==> src/rtl/lzc_norm_pipe_pkg.sv <==
// Shared constants and helpers for the leading-zero / leading-sign normaliser.
package lzc_norm_pipe_pkg;

    localparam int   EXP_W_DEF     = 8;
    localparam logic LZC_MODE_ZERO = 1'b0;
    localparam logic LZC_MODE_SIGN = 1'b1;

    // Count width able to hold the value WIDTH itself (all-zero input).
    function automatic int cnt_w(input int width);
        return $clog2(width + 1);
    endfunction

endpackage

==> src/rtl/lzc_norm_pipe_if.sv <==
// Valid/ready bundle for the normaliser: beat in on the in_* side, normalised result out on the out_* side.
interface lzc_norm_pipe_if
    import lzc_norm_pipe_pkg::*;
#(
    parameter int WIDTH = 24,
    parameter int EXP_W = EXP_W_DEF
);
    localparam int CNT_W = cnt_w(WIDTH);

    logic             in_valid;
    logic             in_ready;
    logic [WIDTH-1:0] in_mant;
    logic [EXP_W-1:0] in_exp;
    logic             in_sign_md;

    logic             out_valid;
    logic             out_ready;
    logic [WIDTH-1:0] out_mant;
    logic [CNT_W-1:0] out_cnt;
    logic [EXP_W-1:0] out_exp;
    logic             out_zero;
    logic             out_uflow;

    modport master (
        output in_valid, in_mant, in_exp, in_sign_md, out_ready,
        input  in_ready, out_valid, out_mant, out_cnt, out_exp, out_zero, out_uflow
    );

    modport slave (
        input  in_valid, in_mant, in_exp, in_sign_md, out_ready,
        output in_ready, out_valid, out_mant, out_cnt, out_exp, out_zero, out_uflow
    );

endinterface

==> src/rtl/lzc_norm_pipe_lzc_tree.sv <==
// Combinational leading-zero counter by successive halving; odd widths padded with 1s at the LSB end.
// All-zero input reports cnt = WIDTH.
module lzc_tree
    import lzc_norm_pipe_pkg::*;
#(
    parameter int  WIDTH = 24,
    localparam int CNT_W = cnt_w(WIDTH)
) (
    input  logic [WIDTH-1:0] bits_i,
    output logic [CNT_W-1:0] cnt_o,
    output logic             all_zero_o
);
    localparam int L = $clog2(WIDTH);
    localparam int P = 1 << L;

    logic [P-1:0] v;
    logic [L-1:0] cnt;

    // Each step asks whether the upper half of the current window is empty.
    always_comb begin
        v                 = '1;
        v[P-1 -: WIDTH]   = bits_i;
        cnt               = '0;
        for (int k = L - 1; k >= 0; k--) begin
            if ((v >> (P - (1 << k))) == '0) begin
                cnt[k] = 1'b1;
                v      = v << (1 << k);
            end
        end
    end

    assign all_zero_o = ~|bits_i;
    assign cnt_o      = all_zero_o ? CNT_W'(WIDTH) : CNT_W'(cnt);

endmodule

==> src/rtl/lzc_norm_pipe.sv <==
// Two-stage normaliser: S1 counts leading zeros/signs, S2 barrel-shifts and adjusts the exponent.
// Ready propagates combinationally back through both stages; no skid buffer.
module lzc_norm_pipe
    import lzc_norm_pipe_pkg::*;
#(
    parameter int WIDTH = 24,
    parameter int EXP_W = EXP_W_DEF
) (
    input  logic           clk,
    input  logic           rst,
    lzc_norm_pipe_if.slave bus
);
    localparam int CNT_W = cnt_w(WIDTH);

    logic [WIDTH-1:0] tree_in;
    logic [CNT_W-1:0] tree_cnt;
    logic             tree_zero;
    logic             is_sign;

    // Sign mode turns "bits equal to MSB" into zeros and drops the MSB itself.
    assign is_sign = (bus.in_sign_md == LZC_MODE_SIGN);
    assign tree_in = is_sign ? ((bus.in_mant ^ {WIDTH{bus.in_mant[WIDTH-1]}}) << 1) : bus.in_mant;

    lzc_tree #(.WIDTH(WIDTH)) u_tree (
        .bits_i     (tree_in),
        .cnt_o      (tree_cnt),
        .all_zero_o (tree_zero)
    );

    logic             s1_vld_q, s1_vld_d, s1_zero_q, s1_zero_d;
    logic [WIDTH-1:0] s1_mant_q, s1_mant_d;
    logic [EXP_W-1:0] s1_exp_q, s1_exp_d;
    logic [CNT_W-1:0] s1_cnt_q, s1_cnt_d;
    logic             s2_vld_q, s2_vld_d, s2_zero_q, s2_zero_d, s2_uflow_q, s2_uflow_d;
    logic [WIDTH-1:0] s2_mant_q, s2_mant_d;
    logic [EXP_W-1:0] s2_exp_q, s2_exp_d;
    logic [CNT_W-1:0] s2_cnt_q, s2_cnt_d;

    logic             s1_adv, s2_adv;
    logic [WIDTH-1:0] shifted;
    logic [EXP_W:0]   diff;

    assign s2_adv       = !s2_vld_q || bus.out_ready;
    assign s1_adv       = !s1_vld_q || s2_adv;
    assign bus.in_ready = s1_adv;

    always_comb begin
        shifted = s1_mant_q;
        for (int b = 0; b < CNT_W; b++) begin
            if (s1_cnt_q[b]) shifted = shifted << (1 << b);
        end
        diff = {1'b0, s1_exp_q} - (EXP_W + 1)'(s1_cnt_q);
    end

    always_comb begin
        s1_vld_d   = s1_vld_q;
        s1_mant_d  = s1_mant_q;
        s1_exp_d   = s1_exp_q;
        s1_cnt_d   = s1_cnt_q;
        s1_zero_d  = s1_zero_q;
        s2_vld_d   = s2_vld_q;
        s2_mant_d  = s2_mant_q;
        s2_exp_d   = s2_exp_q;
        s2_cnt_d   = s2_cnt_q;
        s2_zero_d  = s2_zero_q;
        s2_uflow_d = s2_uflow_q;
        if (s1_adv) begin
            s1_vld_d = bus.in_valid;
            if (bus.in_valid) begin
                s1_mant_d = bus.in_mant;
                s1_exp_d  = bus.in_exp;
                s1_cnt_d  = (is_sign && tree_cnt > CNT_W'(WIDTH - 1)) ? CNT_W'(WIDTH - 1) : tree_cnt;
                s1_zero_d = tree_zero && (!is_sign || !bus.in_mant[WIDTH-1]);
            end
        end
        if (s2_adv) begin
            s2_vld_d = s1_vld_q;
            if (s1_vld_q) begin
                s2_mant_d  = shifted;
                s2_cnt_d   = s1_cnt_q;
                s2_zero_d  = s1_zero_q;
                // Zero input pins the exponent at 0 without flagging underflow.
                if (s1_zero_q || diff[EXP_W]) begin
                    s2_exp_d   = '0;
                    s2_uflow_d = !s1_zero_q;
                end else begin
                    s2_exp_d   = diff[EXP_W-1:0];
                    s2_uflow_d = 1'b0;
                end
            end
        end
    end

    always_ff @(posedge clk) begin
        if (rst) begin
            s1_vld_q   <= 1'b0;
            s1_mant_q  <= '0;
            s1_exp_q   <= '0;
            s1_cnt_q   <= '0;
            s1_zero_q  <= 1'b0;
            s2_vld_q   <= 1'b0;
            s2_mant_q  <= '0;
            s2_exp_q   <= '0;
            s2_cnt_q   <= '0;
            s2_zero_q  <= 1'b0;
            s2_uflow_q <= 1'b0;
        end else begin
            s1_vld_q   <= s1_vld_d;
            s1_mant_q  <= s1_mant_d;
            s1_exp_q   <= s1_exp_d;
            s1_cnt_q   <= s1_cnt_d;
            s1_zero_q  <= s1_zero_d;
            s2_vld_q   <= s2_vld_d;
            s2_mant_q  <= s2_mant_d;
            s2_exp_q   <= s2_exp_d;
            s2_cnt_q   <= s2_cnt_d;
            s2_zero_q  <= s2_zero_d;
            s2_uflow_q <= s2_uflow_d;
        end
    end

    assign bus.out_valid = s2_vld_q;
    assign bus.out_mant  = s2_mant_q;
    assign bus.out_cnt   = s2_cnt_q;
    assign bus.out_exp   = s2_exp_q;
    assign bus.out_zero  = s2_zero_q;
    assign bus.out_uflow = s2_uflow_q;

endmodule

==> src/flat_wrapper.sv <==
// flat-port wrapper written by rule: the top's interface ports become plain ports
module lzc_norm_pipe_flat import lzc_norm_pipe_pkg::*;
#(
    parameter int WIDTH = 24,
    parameter int EXP_W = EXP_W_DEF
)
  (clk, rst, bus_in_valid, bus_in_mant, bus_in_exp, bus_in_sign_md, bus_out_ready, bus_in_ready, bus_out_valid, bus_out_mant, bus_out_cnt, bus_out_exp, bus_out_zero, bus_out_uflow);
  lzc_norm_pipe_if #(.WIDTH(WIDTH), .EXP_W(EXP_W)) bus_i ();
  input  logic clk;
  input  logic rst;
  input wire logic [$bits(bus_i.in_valid)-1:0] bus_in_valid;
  input wire logic [$bits(bus_i.in_mant)-1:0] bus_in_mant;
  input wire logic [$bits(bus_i.in_exp)-1:0] bus_in_exp;
  input wire logic [$bits(bus_i.in_sign_md)-1:0] bus_in_sign_md;
  input wire logic [$bits(bus_i.out_ready)-1:0] bus_out_ready;
  output wire logic [$bits(bus_i.in_ready)-1:0] bus_in_ready;
  output wire logic [$bits(bus_i.out_valid)-1:0] bus_out_valid;
  output wire logic [$bits(bus_i.out_mant)-1:0] bus_out_mant;
  output wire logic [$bits(bus_i.out_cnt)-1:0] bus_out_cnt;
  output wire logic [$bits(bus_i.out_exp)-1:0] bus_out_exp;
  output wire logic [$bits(bus_i.out_zero)-1:0] bus_out_zero;
  output wire logic [$bits(bus_i.out_uflow)-1:0] bus_out_uflow;
  assign bus_i.in_valid = bus_in_valid;
  assign bus_i.in_mant = bus_in_mant;
  assign bus_i.in_exp = bus_in_exp;
  assign bus_i.in_sign_md = bus_in_sign_md;
  assign bus_i.out_ready = bus_out_ready;
  assign bus_in_ready = bus_i.in_ready;
  assign bus_out_valid = bus_i.out_valid;
  assign bus_out_mant = bus_i.out_mant;
  assign bus_out_cnt = bus_i.out_cnt;
  assign bus_out_exp = bus_i.out_exp;
  assign bus_out_zero = bus_i.out_zero;
  assign bus_out_uflow = bus_i.out_uflow;
  lzc_norm_pipe #(.WIDTH(WIDTH), .EXP_W(EXP_W)) u_core (.clk(clk), .rst(rst), .bus(bus_i));
endmodule
==> config.mk <==
export PLATFORM = sky130hd
export DESIGN_NAME = lzc_norm_pipe_flat
export DESIGN_NICKNAME = d
export VERILOG_FILES = /design/src/rtl/lzc_norm_pipe_pkg.sv /design/src/rtl/lzc_norm_pipe_if.sv /design/src/rtl/lzc_norm_pipe_lzc_tree.sv /design/src/rtl/lzc_norm_pipe.sv /design/src/flat_wrapper.sv
export SDC_FILE = /design/constraint.sdc
export NUM_CORES = 1
export LEC_CHECK = 0
export CORE_ASPECT_RATIO = 0.9
export CORE_MARGIN = 3
export CORE_UTILIZATION = 55
export CTS_CLUSTER_SIZE = 12
export DETAILED_ROUTE_END_ITERATION = 10
export GPL_TIMING_DRIVEN = 0
export PLACE_DENSITY = 0.81
export SKIP_LAST_GASP = 1
export SLEW_MARGIN = 10
export SYNTH_ARGS = -nofsm -noshare
export SYNTH_HDL_FRONTEND = slang
export SYNTH_SLANG_ARGS = --single-unit
==> constraint.sdc <==
create_clock -name clk -period 3.1 [get_ports clk]
set_input_delay 0.93 -clock clk [delete_from_list [all_inputs] [get_ports clk]]
set_output_delay 0.93 -clock clk [all_outputs]
set_load 0.01 [all_outputs]
==> results.ini <==
[global_route]
use_met2_pct=48.9
antenna_found_initial=0
met3_usage_pct=5.18
grt-busiest-layer=met2
use_met1_pct=40.1
grt_pass1_vias=4906
grt_start_max_net_pins=20
grt-ovfl-total=0
grt_pass1_wl_mm=24.5
grt_use_total_pct=30.2

[sta]
final.setup.tns_ps=0
worstMarginPinSlew_ps=936
clock_skew_ps=14.8
layout_worst_path_cycle_share_pct=98.6
slew_viol_final=0
relSlewSlack_pct=37.0
fmax_mhz=327
setup_viol=0
hold_violations=0
fin_ws_ps=44.4
min_period_ps=3060

[synth]
syn_inst=637
synthArstFlopShare_pct=0
ys_ff_latch=79
synth_ff_type=dfxtp_1
synth.distinct_cells=64
synth_xor_area_share_pct=3.32
synthMuxAreaShare_pct=11.8
synth_compound_area_share_pct=24.4
synth_simple_gate_area_share_pct=21.0
synth_top_family_by_area=compound AO/OA/AOI/OAI gates
ys_seq_area_share_pct=31.6
synthAdderAreaFrac_pct=1.65
synth_edf_count=0
syn_area_sq_um=5010
ys_warn_count=0
syn_nets=680
post_synth.cell_area_avg_sq_um=7.86

[route]
route.vias.total=5171
drt_iter0_markers=425
vias_per_cell=6.15
drcViolationCount=0
postRouteAntennaNets=0
drt_wl_total_mm=15.6
wl_per_cell_um=18.6
dr.pass1.iters=7

[placed_design]
gp_congestion=1.04
io_buffers=70
dp_hpwl_mm=12.1
pre_cts_ws_ps=-725

[worst_setup_path]
crit_path_end=bus_in_ready
startpoint=bus_out_ready
critPathLaunchType=input port
critPathRequiredTime_ps=2170
cp-end-kind=output port
path_max_fanout=4
cp.arrival_ps=2130
reg2reg_from=u_core.s1_cnt_q[1]
reg2reg_to=u_core.bus.out_exp[7]
r2r_slack_ps=250
r2r_cells=10
criticalPathCategory=in -> out

[clock_tree]
cts_tree=built
htreeDepth=3
cts_buffer_depth=2
insertion_delay_ps=360
clock_sinks=79
root_buffer=clkbuf_8
cts-buffers-inserted=9
clkTransAtPathRegs_ps=80

[pwr]
leakagePower_nw=2.21
power_density_nw_per_um2=399
peakVddDrop_mv=0.243

[hold_path]
worstHoldPathType=reg -> reg
hp-start=u_core.bus.out_zero

[floorplanning]
core-area_sq_um=8730
dieArea_sq_um=10300
die_x_um=107
rows=32
ios=78
start_util_pct=57.4
die_h_um=96.5

[cells_and_area]
drive_above_1_share_pct=10.8
nNetsFinal=762
n_antenna_cell=0
area_growth_pct=22.7

[run]
drv_cap=0

[status]
status=completed

==> routing by layer <==
layer	wire length, um	up-vias
met2	7240	234
met3	1100	37
met1	6850	2432
li1	-	2468
met4	410	0
met5	0	-
==> metrics by stage <==
| stage | hold WS [ps] | instance area, sq um | total power, mW | utilization (%) | cells |
|---|---|---|---|---|---|
| final | 455 | 6140 | 2.45 | 70.4 | 841 |
| after global routing | 476 | 6140 | 2.55 | 70.4 | 841 |
| after CTS | 457 | 6020 | 2.43 | 69.0 | 839 |
| after detailed placement | 446 | 5860 | 1.73 | 67.1 | 826 |
| after global placement | 446 | 5860 | 1.72 | 67.1 | 826 |
| after floorplan | 434 | 5010 | 1.52 | - | 637 |
==> synth_stat cells, drive strengths merged (5+ instances only) <==
library cell / instances / share of area (%)
xnor2: 17 / 3.0
mux4: 14 / 6.3
a222oi: 7 / 1.4
nand4: 10 / 1.2
o22ai: 6 / 0.75
and3: 7 / 0.87
nor2: 52 / 3.9
o21ai: 32 / 3.2
a21oi: 62 / 6.3
nand2: 119 / 8.9
nand3: 9 / 0.90
inv: 14 / 1.0
mux2i: 24 / 4.8
ha: 5 / 1.2
buf: 18 / 2.3
a211oi: 12 / 2.0
a22oi: 25 / 3.7
nor2b: 5 / 0.62
nor3: 9 / 0.90
a21boi: 5 / 0.75
dfxtp: 79 / 32
and2: 5 / 0.67
clkbuf: 38 / 2.9
==> cells in the final DEF (no fill, tap or decap), types with 6 or more instances in the layout <==
| master | instances |
|---|---|
| buf_4 | 6 |
| clkbuf_8 | 11 |
| clkbuf_1 | 32 |
| nand4_1 | 10 |
| dfxtp_1 | 79 |
| a222oi_1 | 7 |
| nor2_1 | 51 |
| buf_2 | 9 |
| o21ai_0 | 28 |
| a211oi_1 | 9 |
| a22oi_1 | 25 |
| nand3_1 | 8 |
| clkdlybuf4s50_1 | 66 |
| and3_1 | 6 |
| mux4_2 | 14 |
| xnor2_1 | 17 |
| mux2i_1 | 23 |
| nor3_1 | 8 |
| o22ai_1 | 6 |
| nand2_1 | 119 |
| inv_1 | 14 |
| a21oi_1 | 60 |
==> worst min path at each step <==
| stage | endpoint | cells after the start |
|---|---|---|
| after floorplan | u_core.s1_mant_q[22] | 2 |
| after global placement | u_core.s1_mant_q[23] | 2 |
| after detailed placement | u_core.bus.out_zero | 2 |
| after CTS | u_core.bus.out_zero | 2 |
| after global routing | u_core.bus.out_zero | 2 |
| final | u_core.bus.out_zero | 2 |
==> sequential cells by signal (all words and copies together), names as in the netlist <==
name and cells:
u_core.bus.out_cnt 5, u_core.bus.out_exp 8, u_core.bus.out_mant 24, u_core.bus.out_uflow 1, u_core.bus.out_valid 1, u_core.bus.out_zero 1
u_core.s1_cnt_q 5, u_core.s1_exp_q 8, u_core.s1_mant_q 24, u_core.s1_vld_q 1, u_core.s1_zero_q 1
==> report_power, final <==
group	internal, mW	switching, mW	leakage (nW)
Combinational	0.274	0.358	1.48
Clock	0.327	0.387	0.0914
Sequential	1.06	0.0417	0.645
==> what timing repair did <==
| action | CTS | global route |
|---|---|---|
| endpoints found under the setup margin | 12 | 13 |
| pin swaps | 0 | 4 |
| buffers inserted | 0 | 4 |
| hold buffers | 0 | 0 |
| gates resized for setup | 2 | 31 |
==> cell families after synthesis <==
group	Yosys count
and+or+nand+nor	237
buffers and inverters	70
AOI/OAI and AO/OA	185
muxes	41
adders and majority gates	6
DFF	79
xor gates and xnor gates	19
==> area by class of cell <==
class | instances | area, sq um
fillers | 759 | 2590
multi-input cells | 488 | 3190
plain buffers | 53 | 259
well taps | 119 | 149
repair buffers | 74 | 737
clock buffers | 11 | 151
flip-flops and latches | 79 | 1580
clock inverters | 3 | 18.8
inverters | 14 | 52.6
==> worst max-delay path, stage by stage <==
cell             delay, ps
clkdlybuf4s50_1        400
nand2b_1               180
or2_2                  330
dlygate4sd2_1          300
(Power assumes the default switching activity.)
